`config.mk`:
```
export PLATFORM = sky130hd
export DESIGN_NAME = dm_port_arbiter
export DESIGN_NICKNAME = d
export VERILOG_FILES = /design/src/rtl/dm_port_arbiter.sv
export SDC_FILE = /design/constraint.sdc
export NUM_CORES = 1
export LEC_CHECK = 0
export ABC_AREA = 1
export CAP_MARGIN = 20
export CORE_AREA = 2 2 115 117
export DETAILED_ROUTE_END_ITERATION = 6
export DIE_AREA = 0 0 117 119
export HOLD_SLACK_MARGIN = 0.03
export PLACE_DENSITY_LB_ADDON = 0.15
export SKIP_CTS_REPAIR_TIMING = 1
export SLEW_MARGIN = 10
export SYNTH_ARGS = -nofsm -noshare
export SYNTH_HDL_FRONTEND = slang
export SYNTH_SLANG_ARGS = --single-unit
```
`constraint.sdc`:
```
create_clock -name i_clk -period 2.64 [get_ports i_clk]
set_input_delay 0.792 -clock i_clk [delete_from_list [all_inputs] [get_ports i_clk]]
set_output_delay 0.792 -clock i_clk [all_outputs]
set_load 0.005 [all_outputs]
```
`src/rtl/dm_port_arbiter.sv`:
```
// Data-memory port arbiter: pipeline MEM stage has priority, the external
// X port is forced in for one stalled slot after bounded starvation.
module dm_port_arbiter #(
    parameter int AW         = 32,
    parameter int DW         = 32,
    parameter int DEPTH      = 64,
    parameter int STARVE_MAX = 4
) (
    input  logic          i_clk,
    input  logic          i_rst_n,
    input  logic          i_p_req,
    input  logic          i_p_we,
    input  logic [AW-1:0] i_p_addr,
    input  logic [DW-1:0] i_p_wdata,
    output logic [DW-1:0] o_p_rdata,
    output logic          o_p_stall,
    input  logic          i_x_req,
    input  logic          i_x_we,
    input  logic [AW-1:0] i_x_addr,
    input  logic [DW-1:0] i_x_wdata,
    output logic          o_x_ack,
    output logic          o_x_err,
    output logic [DW-1:0] o_x_rdata,
    output logic          o_dm_we,
    output logic [AW-1:0] o_dm_a,
    output logic [DW-1:0] o_dm_wd,
    input  logic [DW-1:0] i_dm_rd
);

    localparam int CW = (STARVE_MAX < 1) ? 1 : $clog2(STARVE_MAX + 1);
    localparam logic [CW-1:0] C_MAX = CW'(STARVE_MAX);

    typedef enum logic {XIDLE, XACK} xstate_t;

    xstate_t       r_state;
    logic [CW-1:0] r_starve;
    logic          r_x_err;
    logic [DW-1:0] r_x_rdata;

    logic w_x_inrange;
    logic w_starved;
    logic w_grant_x;

    assign w_x_inrange = (i_x_addr < AW'(DEPTH));
    // Counter saturates at C_MAX, so equality is the starvation test.
    assign w_starved   = (r_starve == C_MAX);
    assign w_grant_x   = i_x_req && (r_state == XIDLE)
                         && (!i_p_req || w_starved);

    assign o_p_stall = i_rst_n && w_grant_x && i_p_req;
    assign o_p_rdata = i_dm_rd;
    assign o_x_ack   = (r_state == XACK);
    assign o_x_err   = r_x_err;
    assign o_x_rdata = r_x_rdata;

    always_comb begin
        o_dm_a  = i_p_addr;
        o_dm_wd = i_p_wdata;
        o_dm_we = i_p_req && i_p_we;
        if (w_grant_x) begin
            o_dm_a  = i_x_addr;
            o_dm_wd = i_x_wdata;
            o_dm_we = i_x_we && w_x_inrange;
        end
        if (!i_rst_n) begin
            o_dm_we = 1'b0;
        end
    end

    always_ff @(posedge i_clk or negedge i_rst_n) begin
        if (!i_rst_n) begin
            r_state   <= XIDLE;
            r_starve  <= '0;
            r_x_err   <= 1'b0;
            r_x_rdata <= '0;
        end else begin
            unique case (r_state)
                XIDLE: begin
                    if (w_grant_x) begin
                        r_state   <= XACK;
                        r_x_err   <= !w_x_inrange;
                        r_x_rdata <= w_x_inrange ? i_dm_rd : '0;
                        r_starve  <= '0;
                    end else if (!i_x_req) begin
                        r_starve <= '0;
                    end else if (i_p_req && !w_starved) begin
                        r_starve <= r_starve + CW'(1);
                    end
                end
                XACK: begin
                    r_state <= XIDLE;
                    r_x_err <= 1'b0;
                    if (!i_x_req) begin
                        r_starve <= '0;
                    end
                end
                default: r_state <= XIDLE;
            endcase
        end
    end

endmodule
```
; Yosys cells after proc, flatten, opt, wreduce, memory -nomap -nowiden
; Index checks and enable logic that the tools add are counted.
[totals]
register_bits = 37
in_bits = 166
out_inout_bits = 132
wordCells = 38
[classes]
addsub = 1
n_lt_le_gt_ge = 1
n_eq_ne = 4
mux = 14
bitwise_logic = 1
reduce_logical = 13
[ops]
columns = cell, n
row1 = two-way mux 32 bit, 3
row2 = < comparator 32 x 7 -> 1 bit (second input constant), 1
row3 = two-way mux 3 bit, 4
row4 = logical AND 1 bit, 7
row5 = one-hot mux 3 bit (2 select lines), 1
row6 = two-way mux 1 bit, 4
row7 = != test 2 bit (second input constant), 2
row8 = != test 4 x 3 -> 1 bit (second input constant), 1
row9 = one-hot mux 1 bit (2 select lines), 2
row10 = AND reduction 2 bit, 2
row11 = adder 3 x 1 -> 3 bit (second input constant), 1
row12 = == test 3 bit (second input constant), 1
row13 = logical NOT 1 bit, 3
row14 = logical OR 1 bit, 1
row15 = inverter 1 bit, 1

; Depth between registers and ports, before layout
[depth]
word_depth = 7
mapped_depth = 10
mapped_depth_nobuf = 8

; Worst setup path before layout
; No wires, ideal clock.
[synth_path]
kind = input to output
from = input i_x_addr[21]
to = output o_dm_we
arrival_ns = 1.430
required_ns = 1.848
setup_slack_ns = 0.418
cell_stages = 7
path_buffers = 0
path_cell_list = nor2_1 -> nand2_1 -> nor2_1 -> nand2_1 -> nor2_8 -> nor2_1 -> nor2_1
[synth_between]
elab_chain_cells = 4
[synth_rtl]
columns = element, line_no
row1 = start: declaration, 19  ; input logic [AW-1:0] i_x_addr,
row2 = < comparator 32 x 7 -> 1 bit, 44  ; assign w_x_inrange = (i_x_addr < AW'(DEPTH));
row3 = logical AND 1 bit, 63  ; o_dm_we = i_x_we && w_x_inrange;
row4 = two-way mux 1 bit, 60  ; if (w_grant_x) begin
row5 = two-way mux 1 bit, 65  ; if (!i_rst_n) begin
row6 = end: declaration, 24  ; output logic o_dm_we,
; Every way passes these cells.

; Final worst setup path
[layout_path]
from = register r_starve[1]
to = output o_dm_a[7]
[layout_between]
elab_chain_cells = 4
[layout_rtl]
columns = element, line_no
row1 = start: declaration, 36  ; logic [CW-1:0] r_starve;
row2 = start signal: assignment, 87  ; r_starve <= r_starve + CW'(1);
row3 = == test 3 bit, 46  ; assign w_starved = (r_starve == C_MAX);
row4 = logical OR 1 bit, 48  ; && (!i_p_req || w_starved);
row5 = logical AND 1 bit, 48
row6 = two-way mux 32 bit, 60
row7 = end: declaration, 25  ; output logic [AW-1:0] o_dm_a,
; Every way passes these cells.

==> summary.txt <==
Run status
  • Outcome: finished, violations left
  • Failing checks: negative setup slack

GRT
  • All-Layer GR Usage: 0.177
  • Initial antenna violation count: 3
  • GRT overflow: 0
  • M3 GR Usage: 0.0590
  • Most Used Layer, Global Route: met2
  • Vias in the first global route: 3597
  • Grt met2 use: 0.317
  • Global-route wire length before repair: 19.1 mm
  • GRT met1 Usage: 0.195
  • Largest net degree at the start of global routing: 60

Job
  • Max Cap Viol: 0

Critical path
  • R2r setup slk: 0.82 ns
  • Crit Path Max Fanout: 15
  • Critical path origin: r_starve[1]
  • Reg2Reg Depth: 10
  • WP data required: 1.85 ns
  • Crit. End Element: primary output
  • Reg-to-reg critical path startpoint: r_starve[1]
  • Crit path capture: o_dm_a[7]
  • Critical Path Source Type: flop
  • WP data arrival: 1.85 ns
  • Critical path class: flop to primary output
  • Crit Reg-Reg Endpoint: o_x_rdata[19]

Clock tree
  • CTS tree: done
  • Cts bufs inserted: 5
  • Clock sinks: 37
  • Clock transition at path regs: 0.06 ns
  • H-Tree Depth: 2
  • Latest clock arrival within the worst-skew pair: 0.28 ns
  • Max Root-Sink Buffers: 2
  • Clock root buffer: clkbuf_16

Placement
  • Post-DP Area: 5880 um2
  • GP Congestion: 0.795
  • Port bufs: 297
  • Final HPWL DP: 10.7 mm

Synth
  • Yosys cell types: 19
  • Synthesized Nets: 666
  • Mapped Cells: 498
  • Synth Cell Area: 2940 um2
  • Flops & latches, synth: 37
  • Avg Inst Size Synth: 5.89 um2
  • Synthesis Warnings: 0
  • Seq/Total Area, Yosys: 0.315

STA
  • Worst Tran Pin Value: 0.546 ns
  • Slew headroom: 0.636
  • Final worst slack: -0.00394 ns
  • Fmax: 0.378 GHz
  • Fin. Hold Viols: 0
  • Max-slew violations: 0
  • Final Skew: 0.00346 ns
  • Tmin final: 2.64 ns
  • RSZ-0062 raised after global routing: yes
  • Final count of negative-setup-slack endpoints: 1
  • Final Cycle Share: 1.00

Route
  • DRC Markers: 0
  • Starting DRT DRC Count: 105
  • First-pass DRT Iterations: 5
  • Total wire length: 14.6 mm
  • Vias: 3991
  • Routed wire per std cell: 15.0 um
  • Antenna viol nets, final: 0
  • Routed vias/inst: 4.11

Floorplanning
  • Die ar.: 13900 um2
  • # IOs: 298
  • Site Rows: 42
  • Chip width: 117 um
  • Core Area: 12900 um2
  • Initial Util: 0.228
  • Die Y: 119 um

Cells and area
  • Area Growth Syn to Fin: 124%
  • Util after Layout: 0.511
  • Most frequent cells in the layout: 280 x nand2_1, 202 x clkdlybuf4s50_1, 56 x dlymetal6s2s_1
  • Nets: 958
  • Share of layout cells above drive strength 1: 0.161
  • Commonest non-fill, non-tap cell in the layout: nand2_1
  • Area taken by flip-flops and latches: 926 um2
  • Final instance area: 6580 um2
  • Fill cell count: 1290
  • Area of the multi-input gates: 1550 um2

Power
  • Power Total: 2.13 mW
  • Seq pwr share: 0.270
  • Switch share: 0.252
  • Combinational share of power: 0.363
  • VDD IR max: 0.306 mV
  • Switch Pwr: 0.536 mW
  • Static Leak: 3.85 nW
  • Clock network fraction of total power: 0.367
  • Pwr Density: 324 nW/um2
  • Internal power: 1.60 mW

Worst hold path
  • Hold Path Depth: 2
  • Hold path start: o_x_rdata[0]
  • Min-delay worst type: flop to flop
## cells by family (layout without fill, tap and decap cells)
family / Yosys count / count (layout) / share of synthesized area
xor gates and xnor gates: 1 / 1 / 0.00298
adders and majority gates: 2 / 2 / 0.00852
other: 0 / 3 / 0
buffers and inverters: 93 / 386 / 0.191
and+or+nand+nor: 360 / 360 / 0.471
AOI/OAI and AO/OA: 5 / 5 / 0.0111
DFF: 37 / 37 / 0.315
## sequential cells by signal (all words and copies together), names as in the netlist
signal,cells
o_x_rdata,32
r_starve,3
o_x_ack,1
o_x_err,1
## power by group through the flow
stage	sequential [mW]	combinational [mW]	clock (mW)
2_1_floorplan	0.585	0.219	0
3_3_place_gp	0.585	0.735	0
3_5_place_dp	0.585	0.736	0
4_1_cts	0.574	0.742	0.808
5_1_grt	0.575	0.830	0.833
6_report	0.575	0.774	0.783
## Yosys cell counts
cell type / instances / share of area
nand2_1: 304 / 0.39
buf_4: 33 / 0.084
o211ai_1: 1 / 0.0026
nor2_8: 1 / 0.0068
ha_1: 2 / 0.0085
nor2_1: 51 / 0.065
o21ai_0: 3 / 0.0051
clkbuf_1: 2 / 0.0026
xor2_1: 1 / 0.0030
a32o_1: 1 / 0.0034
inv_2: 3 / 0.0038
nand2_4: 1 / 0.0038
nor2_2: 1 / 0.0021
nand3_1: 1 / 0.0017
buf_2: 11 / 0.019
dfrtp_1: 37 / 0.32
buf_6: 10 / 0.038
inv_1: 34 / 0.043
nand2_2: 1 / 0.0021
## worst max-delay path, stage by stage (launching register included)
cell,delay [ns]
dfrtp_1,0.39
inv_2,0.09
ha_4,0.14
nand2_4,0.05
nand2_4,0.10
nand2_8,0.09
buf_6,0.14
buf_4,0.13
clkbuf_16,0.17
nand2_1,0.07
nand2_1,0.05
dlymetal6s2s_1,0.15
## layer usage
metal	share of wire	routed length, um	up-vias
met2	0.51	7500	162
met3	0.097	1410	12
li1	-	-	2014
met4	0.016	240	0
met1	0.37	5420	1803
met5	0	0	-
## layout make-up
type                    count  area share
clock inverters             3      0.0105
flip-flops and latches     37       0.141
well taps                 176      0.0335
clock buffers               5      0.0190
multi-input cells         368       0.236
inverters                  37      0.0230
diodes                      3     0.00114
repair buffers            341       0.537
## stage by stage
| step | worst slack (ns) | hold WS [ns] | TNS [ns] | std cells |
|---|---|---|---|---|
| 5_1_grt | -0.0773 | 0.497 | -0.879 | 970 |
| 6_report | -0.00394 | 0.475 | -0.00394 | 970 |
| 3_5_place_dp | -0.668 | 0.464 | -40.07 | 931 |
| 4_1_cts | -0.667 | 0.482 | -40.24 | 939 |
| 3_3_place_gp | -0.654 | 0.461 | -39.97 | 931 |
| 2_1_floorplan | 0.418 | 0.472 | 0 | 498 |
## worst min-delay path by stage
| stage | slack [ns] | endpoint |
|---|---|---|
| 5_1_grt | 0.50 | o_x_rdata[11] |
| 4_1_cts | 0.48 | o_x_rdata[0] |
| 6_report | 0.48 | o_x_rdata[0] |
| 3_3_place_gp | 0.46 | o_x_rdata[10] |
| 2_1_floorplan | 0.47 | o_x_rdata[0] |
| 3_5_place_dp | 0.46 | o_x_rdata[0] |
No activity file was read; power rests on OpenSTA's default activity.
